File: src/rtl/owl_sfr_bank_if.sv
// Byte-wide SFR bus between the one-wire link controller (master) and the register bank (slave).
interface owl_sfr_bank_if;
  logic [5:0] sfr_addrs;
  logic [7:0] sfr_wdata;
  logic       sfr_wctrl;
  logic       sfr_rctrl;
  logic [7:0] sfr_rdata;

  modport master (
    output sfr_addrs, sfr_wdata, sfr_wctrl, sfr_rctrl,
    input  sfr_rdata
  );

  modport slave (
    input  sfr_addrs, sfr_wdata, sfr_wctrl, sfr_rctrl,
    output sfr_rdata
  );
endinterface

File: src/rtl/owl_sfr_bank.sv
// Special-function register bank: chip ID, sticky link errors, control byte, key-protected
// trim registers behind a 0x5A/0xA5 unlock sequence with inactivity timeout, and scratch bytes.
module owl_sfr_bank #(
  parameter logic [7:0] CHIP_ID   = 8'hA5,
  parameter logic [7:0] TRIM_RST  = 8'h80,
  parameter int         TMO_WIDTH = 16
) (
  input  logic          clk,
  input  logic          rst,
  owl_sfr_bank_if.slave sfr,
  input  logic          rxcrc_err,
  input  logic          rxcmd_err,
  input  logic          rxbit_err,
  input  logic          rxovf_err,
  output logic [7:0]    ctrl_out,
  output logic [95:0]   trim_out,
  output logic          unlocked
);

  typedef enum logic [1:0] {LOCKED, KEY1, UNLOCKED} key_state_t;

  key_state_t           state, state_nxt;
  logic [TMO_WIDTH-1:0] tmo_cnt, tmo_cnt_nxt;
  logic [3:0]           err_q;
  logic [7:0]           ctrl_q;
  logic [7:0]           trim_q    [12];
  logic [7:0]           scratch_q [16];

  logic [5:0] addr;
  logic [7:0] wdata;
  logic       wr;
  logic       key_wr;
  logic       trim_hit;
  logic       trim_wr;
  logic       scratch_hit;
  logic [3:0] trim_idx;
  logic [3:0] err_in;
  logic [3:0] err_clr;
  logic       unused_rctrl;

  assign addr         = sfr.sfr_addrs;
  assign wdata        = sfr.sfr_wdata;
  assign wr           = sfr.sfr_wctrl;
  assign unused_rctrl = sfr.sfr_rctrl;

  assign key_wr      = wr && (addr == 6'h02);
  assign trim_hit    = (addr >= 6'h04) && (addr <= 6'h0F);
  assign trim_wr     = wr && trim_hit && (state == UNLOCKED);
  assign scratch_hit = (addr[5:4] == 2'b01);
  assign trim_idx    = addr[3:0] - 4'd4;
  assign err_in      = {rxovf_err, rxbit_err, rxcmd_err, rxcrc_err};
  assign err_clr     = (wr && (addr == 6'h01)) ? wdata[3:0] : 4'h0;

  always_ff @(posedge clk) begin
    if (rst) begin
      state   <= LOCKED;
      tmo_cnt <= '0;
    end else begin
      state   <= state_nxt;
      tmo_cnt <= tmo_cnt_nxt;
    end
  end

  // Timeout takes priority over a TRIM write in the same cycle; the write itself still lands.
  always_comb begin
    state_nxt   = state;
    tmo_cnt_nxt = '0;
    unique case (state)
      LOCKED: begin
        if (key_wr && (wdata == 8'h5A)) state_nxt = KEY1;
      end
      KEY1: begin
        if (wr) state_nxt = (key_wr && (wdata == 8'hA5)) ? UNLOCKED : LOCKED;
      end
      UNLOCKED: begin
        if ((&tmo_cnt) || key_wr) state_nxt = LOCKED;
        else if (!trim_wr) tmo_cnt_nxt = tmo_cnt + {{(TMO_WIDTH-1){1'b0}}, 1'b1};
      end
      default: state_nxt = LOCKED;
    endcase
  end

  always_ff @(posedge clk) begin
    if (rst) begin
      err_q  <= '0;
      ctrl_q <= '0;
      for (int i = 0; i < 12; i++) trim_q[i] <= TRIM_RST;
      for (int i = 0; i < 16; i++) scratch_q[i] <= '0;
    end else begin
      err_q <= (err_q & ~err_clr) | err_in;
      if (wr && (addr == 6'h03)) ctrl_q <= wdata;
      if (trim_wr) trim_q[trim_idx] <= wdata;
      if (wr && scratch_hit) scratch_q[addr[3:0]] <= wdata;
    end
  end

  // Zero-latency read path; KEY and the unmapped upper half read as zero.
  always_comb begin
    sfr.sfr_rdata = 8'h00;
    if (addr == 6'h00)      sfr.sfr_rdata = CHIP_ID;
    else if (addr == 6'h01) sfr.sfr_rdata = {unlocked, 3'b000, err_q};
    else if (addr == 6'h03) sfr.sfr_rdata = ctrl_q;
    else if (trim_hit)      sfr.sfr_rdata = trim_q[trim_idx];
    else if (scratch_hit)   sfr.sfr_rdata = scratch_q[addr[3:0]];
  end

  assign ctrl_out = ctrl_q;
  assign unlocked = (state == UNLOCKED);

  for (genvar g = 0; g < 12; g++) begin : g_trim_out
    assign trim_out[g*8 +: 8] = trim_q[g];
  end

endmodule

File: src/flat_wrapper.sv
// flat-port wrapper written by rule: the top's interface ports become plain ports
module owl_sfr_bank_flat 
#(
  parameter logic [7:0] CHIP_ID   = 8'hA5,
  parameter logic [7:0] TRIM_RST  = 8'h80,
  parameter int         TMO_WIDTH = 16
)
  (clk, rst, rxcrc_err, rxcmd_err, rxbit_err, rxovf_err, ctrl_out, trim_out, unlocked, sfr_sfr_addrs, sfr_sfr_wdata, sfr_sfr_wctrl, sfr_sfr_rctrl, sfr_sfr_rdata);
  owl_sfr_bank_if sfr_i ();
  input  logic clk;
  input  logic rst;
  input  logic rxcrc_err;
  input  logic rxcmd_err;
  input  logic rxbit_err;
  input  logic rxovf_err;
  output logic [7:0] ctrl_out;
  output logic [95:0] trim_out;
  output logic unlocked;
  input wire logic [$bits(sfr_i.sfr_addrs)-1:0] sfr_sfr_addrs;
  input wire logic [$bits(sfr_i.sfr_wdata)-1:0] sfr_sfr_wdata;
  input wire logic [$bits(sfr_i.sfr_wctrl)-1:0] sfr_sfr_wctrl;
  input wire logic [$bits(sfr_i.sfr_rctrl)-1:0] sfr_sfr_rctrl;
  output wire logic [$bits(sfr_i.sfr_rdata)-1:0] sfr_sfr_rdata;
  assign sfr_i.sfr_addrs = sfr_sfr_addrs;
  assign sfr_i.sfr_wdata = sfr_sfr_wdata;
  assign sfr_i.sfr_wctrl = sfr_sfr_wctrl;
  assign sfr_i.sfr_rctrl = sfr_sfr_rctrl;
  assign sfr_sfr_rdata = sfr_i.sfr_rdata;
  owl_sfr_bank #(.CHIP_ID(CHIP_ID), .TRIM_RST(TRIM_RST), .TMO_WIDTH(TMO_WIDTH)) u_core (.clk(clk), .rst(rst), .sfr(sfr_i), .rxcrc_err(rxcrc_err), .rxcmd_err(rxcmd_err), .rxbit_err(rxbit_err), .rxovf_err(rxovf_err), .ctrl_out(ctrl_out), .trim_out(trim_out), .unlocked(unlocked));
endmodule
File: config.mk
export PLATFORM = sky130hd
export DESIGN_NAME = owl_sfr_bank_flat
export DESIGN_NICKNAME = d
export VERILOG_FILES = /design/src/rtl/owl_sfr_bank_if.sv /design/src/rtl/owl_sfr_bank.sv /design/src/flat_wrapper.sv
export SDC_FILE = /design/constraint.sdc
export NUM_CORES = 1
export LEC_CHECK = 0
export ABC_AREA = 0
export CAP_MARGIN = 10
export CORE_MARGIN = 2
export CORE_UTILIZATION = 33
export CTS_CLUSTER_DIAMETER = 30
export DETAILED_ROUTE_END_ITERATION = 8
export PLACE_DENSITY = 0.56
export SLEW_MARGIN = 25
export SYNTH_ARGS = -nofsm -noshare
export SYNTH_HDL_FRONTEND = slang
export SYNTH_SLANG_ARGS = --single-unit
File: constraint.sdc
create_clock -name clk -period 5.5 [get_ports clk]
set_input_delay 0.55 -clock clk [delete_from_list [all_inputs] [get_ports clk]]
set_output_delay 0.55 -clock clk [all_outputs]
set_load 0.1 [all_outputs]
== Word-level counts from Yosys, hierarchy flattened ==
Memories as Yosys holds them, arrays and structs flattened.
Cells that the tools add are included.

* Register bits: 30
* RAM bits: 224
* Input port bits: 22
* Output and inout bits: 113
* Memories kept: 2

{| class="wikitable"
|+ Memories
! memory !! words !! width !! rd ports !! clocked after memory_dff !! write ports !! line !! source
|-
| u_core.scratch_q || 16 || 8 || 1 || 0 || 16 || owl_sfr_bank.sv:27 || <nowiki>logic [7:0] scratch_q [16];</nowiki>
|-
| u_core.trim_q || 12 || 8 || 13 || 0 || 12 || owl_sfr_bank.sv:26 || <nowiki>logic [7:0] trim_q [12];</nowiki>
|}

* Add/subtract/negate cells: 2
* $lt $le $gt $ge: 2
* Equal/unequal tests: 11
* Muxes and demuxes: 25
* Bitwise gates (word level): 4
* Reductions and logical operators: 17

{| class="wikitable"
|+ Operator list
! operator !! number
|-
| $mux 8 || 7
|-
| $add 16x1->16 const B || 1
|-
| $reduce_and 16->1 || 1
|-
| $reduce_or 8->1 || 2
|-
| $eq 6x2->1 const B || 2
|-
| $mux 4 || 3
|-
| $mux 1 || 10
|-
| $logic_and 1x1->1 || 9
|-
| $eq 8x7->1 const B || 1
|-
| $eq 8x8->1 const B || 1
|-
| $mux 2 || 4
|-
| $eq 6x1->1 const B || 1
|-
| $ge 6x3->1 const B || 1
|-
| $le 6x4->1 const B || 1
|-
| $logic_not 6->1 || 1
|-
| $pmux 2 s3 || 1
|-
| $and 4x4->4 || 1
|-
| $eq 2x1->1 const B || 2
|-
| $ne 2x1->1 const B || 2
|-
| $not 4->4 || 1
|-
| $or 4x4->4 || 1
|-
| $reduce_or 4->1 || 1
|-
| $sub 4x3->4 const B || 1
|-
| $reduce_and 3->1 || 1
|-
| other kinds (5) || 5
|}

== Logic depth before layout (Yosys ltp) ==
Gate-level depths: netlist (run 1).

* Depth after elaboration: 9
* Gate-level depth with buffers: 9
* Mapped depth without buffers: 7

== Worst setup path after synthesis (run 1) ==
No wires, ideal clock.

* Path kind: input port to output port
* Start: input port sfr_sfr_addrs[2]
* End: output port sfr_sfr_rdata[4]
* Data arrival time: 4024 ps
* Required time: 4950 ps
* Setup slack: 926 ps
* Stages on the path: 8
* Cells stage by stage: buf_1 > inv_2 > ha_1 > clkbuf_1 > clkbuf_1 > mux2_2 > o211ai_1 > a22oi_1

* Longest elaborated chain between the ends: 6
* Elaborated cells on any way between the ends: 14
* Classes of those cells: add/sub: 1; order compare: 2; eq/ne: 2; mux: 5; reduce/logical: 2; memory: 2

{| class="wikitable"
|+ RTL lines
! what !! line !! source
|-
| start, declared || flat_wrapper.sv:19 || <nowiki>input wire logic [$bits(sfr_i.sfr_addrs)-1:0] sfr_sfr_addrs;</nowiki>
|-
| $sub 4x3->4, or another cell as far along || owl_sfr_bank.sv:50 || <nowiki>assign trim_idx = addr[3:0] - 4'd4;</nowiki>
|-
| $mem_v2 12x8, or another cell as far along || n/a ||
|-
| $mux 8 || owl_sfr_bank.sv:103 || <nowiki>else if (trim_hit) sfr.sfr_rdata = trim_q[trim_idx];</nowiki>
|-
| $mux 8 || owl_sfr_bank.sv:102 || <nowiki>else if (addr == 6'h03) sfr.sfr_rdata = ctrl_q;</nowiki>
|-
| $mux 8 || owl_sfr_bank.sv:101 || <nowiki>else if (addr == 6'h01) sfr.sfr_rdata = {unlocked, 3'b000, err_q};</nowiki>
|-
| $mux 8 (*) || owl_sfr_bank.sv:100 || <nowiki>if (addr == 6'h00) sfr.sfr_rdata = CHIP_ID;</nowiki>
|-
| end, declared || flat_wrapper.sv:23 || <nowiki>output wire logic [$bits(sfr_i.sfr_rdata)-1:0] sfr_sfr_rdata;</nowiki>
|}

Every way passes the cells marked *; elsewhere a longest branch is shown, timed or not.

== Final worst setup path (run 1) ==
* Start: input port sfr_sfr_addrs[2]
* End: output port sfr_sfr_rdata[6]

The elaborated chain is that of the path after synthesis.

==> metrics, run 1 <==
setup_tns=0 ps; drt pass-1 iters=5; r2r setup slk=approximately 2900 ps; status=completed; drt drc=0; Arrival @ worst endpoint=between 4000 and 5000 ps; vias in the first global route=8,962; cells after synthesis=~960; ys flop type=edfxtp_1; Avg WL per Cell=approximately 24 um; Synth Register Bits=about 290; Post-synth EDFFs=~260; Place WS=~730 ps; total congestion overflow=0; setup slack after layout=around 720 ps; Longest Clk Path Bufs=3; pins over their slew limit=0; XOR/XNOR Fraction of Synth Area=0.00921; Core Rows=73; Root Buffer=clkbuf_16; Die Ht=205 um; # hold bufs at CTS=0; final setup fails=0; Worst EP required=slightly below 5000 ps; Die ar.=around 42,000 um2; NumNets Final=1,132; max-cap viol count=0; Async S/R FF share, synth=0; Final period util=0.870; Worst-path clk slew=roughly 50 ps; port bufs=133; CP endpoint kind=output pin; Crit. Startpoint=sfr_sfr_addrs[2]; H-tree levels=2; IO Count=135; largest family of logic cells by synthesized area=simple AND/OR/NAND/NOR gates; Max FO, Critical Path=17; CORE AREA=~40,000 um2; Unique masters post-synth=50; Slew HR=0.276; die width=between 200 and 250 um; Syn. warnings=0; FF-to-FF path depth=5; minimum clock period=4780 ps; Setup Buffers After CTS=0; clk sink count=between 200 and 300; GRT Resource Usage Total=0.195; Peak VDD IR=between 0.3 and 0.4 mV; Placer Congestion=between 0.8 and 0.9; register area share after synthesis=0.622; Worst Clk Skew=26.8 ps; fraction of the mapped netlist area in adder cells=0.00658; FMAX=around 210 MHz; antenna cells=0; Final ANT Viol Nets=0; Worst Path Class, Setup=input pin to output pin; area fraction of the dominant cell type after synthesis=0.577; CP startpoint kind=input pin; fin area=17,200 um2; final wirelength=between 40 and 50 mm; syn_nets=just under 1k; synthesized cell area=between 10,000 and 15,000 um2; initial DRC count=936; Avg Inst Size Synth=13.8 um2; worst hold path class=input pin to register; CTS Buf Count=56; synth top area cells=edfxtp_1 (58%), mux4_2 (10%), and2_1 (6.3%), dfxtp_1 (4.5%), and3_1 (4.4%); Tightest Pin Transition=between 1000 and 1500 ps; via count=about 8.8k; leakage power=approximately 6.3 nW; Initial Util=0.334; RSZ-0062 raised after global routing=false; compound-gate portion of the synthesized area=0.0339; # fillers=roughly 3.6k; layout cells sized above 1=0.195; biggest area consumer among synthesized cells=edfxtp_1; Placement Cell Area=15,300 um2; mux cell area share after synthesis=0.125; Worst Setup EP=sfr_sfr_rdata[6]; largest net degree at the start of global routing=48; initial antenna violation count=0; first-pass GRT wire length=slightly below 60 mm; PD cells=between 300 and 400 nW/um2; Fin. Hold Viols=0; placed wire-length estimate=26.4 mm; Area growth, synth to finish=29.4%; clk_lat worst skew=between 500 and 600 ps; Core Util, Final=0.433; Synth Area in Simple Gates=0.177; vias per cell=5.24; post-cts sizing count=0; TritonCTS clock tree=yes; reg2reg end=u_core.trim_q[6][7]$_SDFFCE_PN1P_; reg2reg start=u_core.state[0]$_SDFFE_PP0P_
per-stage QoR:
step / total power [W] / hold slack [ps] / instances
3_5_place_dp: 0.00316 / 443 / 1570
5_1_grt: 0.00672 / 433 / 1675
4_1_cts: 0.00658 / 423 / 1675
3_3_place_gp: 0.00315 / 447 / 1570
2_1_floorplan: 0.00293 / 421 / 962
6_report: 0.00654 / 457 / 1675
power by group:
part	internal, W	total (W)	switching, W
sequential	0.00244	0.00247	0.0000320
combinational	0.000186	0.000645	0.000459
clock	0.00226	0.00342	0.00116
critical path, cell delays in order:
cell and delay, ps:
clkdlybuf4s50_1 810, inv_2 250, ha_1 910, mux2i_1 160, a22o_1 260, a2111oi_0 670
o41a_1 400, buf_12 220
placed cells by master (no fill, tap or decap), types with 16 or more instances in the layout:
cell             count
edfxtp_1           256
nand2_1             35
nand3_1             17
or2_2               16
dfxtp_1             30
clkbuf_16           57
mux2i_1             29
buf_4               30
and2_1             135
and3_1              94
clkdlybuf4s50_1    122
nor2_1              60
mux4_2              60
logic make-up (layout without fill, tap and decap cells):
logic type | after synthesis | after routing
muxes | 91 | 91
DFF | 286 | 286
AOI/OAI and AO/OA | 63 | 63
xor gates and xnor gates | 14 | 14
buffers and inverters | 86 | 274
and+or+nand+nor | 415 | 415
adders and majority gates | 7 | 7
state kept, by name, summed over array words and instances (netlist names):
signal            count
u_core.trim_q       128
u_core.state          2
u_core.ctrl_out       8
u_core.err_q          4
u_core.scratch_q    128
u_core.tmo_cnt       16
area by class of cell:
type	instances	area, um2	share of cell area
repair buffers	162	1630	0.0947
clock buffers	63	1470	0.0852
clock inverters	42	459	0.0266
multi-input cells	590	4700	0.273
well taps	525	657	0.0381
inverters	7	26.3	0.00152
flip-flops and latches	286	8290	0.481
how the worst min path moves through the flow:
| stage | from | endpoint | slack (ps) | depth (start not counted) |
|---|---|---|---|---|
| after floorplan | u_core.state[1]$_SDFFE_PP0P_ | u_core.state[0]$_SDFFE_PP0P_ | 420 | 1 |
| after global placement | u_core.state[1]$_SDFFE_PP0P_ | u_core.state[0]$_SDFFE_PP0P_ | 450 | 1 |
| after detailed placement | u_core.state[1]$_SDFFE_PP0P_ | u_core.state[0]$_SDFFE_PP0P_ | 440 | 1 |
| after CTS | rst | u_core.ctrl_out[7]$_SDFFE_PP0P_ | 420 | 2 |
| after global routing | rst | u_core.ctrl_out[7]$_SDFFE_PP0P_ | 430 | 2 |
| final | rst | u_core.ctrl_out[7]$_SDFFE_PP0P_ | 460 | 2 |
cells in the mapped netlist, drive strengths merged (3+ instances only):
library cell / count
edfxtp: 256
and2: 135
and3: 94
nor2: 62
clkbuf: 60
mux4: 60
nand2: 35
dfxtp: 30
mux2i: 29
buf: 19
or2: 18
nand3: 17
a21oi: 15
nor3: 12
or3: 12
a21o: 10
a2111oi: 8
xor2: 8
ha: 7
inv: 7
nand2b: 7
nor2b: 7
o21ai: 7
a211oi: 6
xnor2: 6
a31oi: 5
nand3b: 3
nor4bb: 3
o41a: 3
routing by layer:
metal,vias to the layer above,wire length [um],GRT usage
li1,3901,-,-
met1,4456,17600,0.276
met2,367,18400,0.300
met3,55,3160,0.0398
met4,0,964,0.0612
met5,-,0,0
Power figures use the tool's default switching activity.
==> run 2: changes to the inputs <==
--- a/config.mk
+++ b/config.mk
@@ -12,6 +12,7 @@
 export CTS_CLUSTER_DIAMETER = 30
 export DETAILED_ROUTE_END_ITERATION = 8
 export PLACE_DENSITY = 0.56
+export SETUP_SLACK_MARGIN = 0.15
 export SLEW_MARGIN = 25
 export SYNTH_ARGS = -nofsm -noshare
 export SYNTH_HDL_FRONTEND = slang
==> results of run 2 <==
Same layout as run 1: the final DEF is identical, and so are final timing and power.
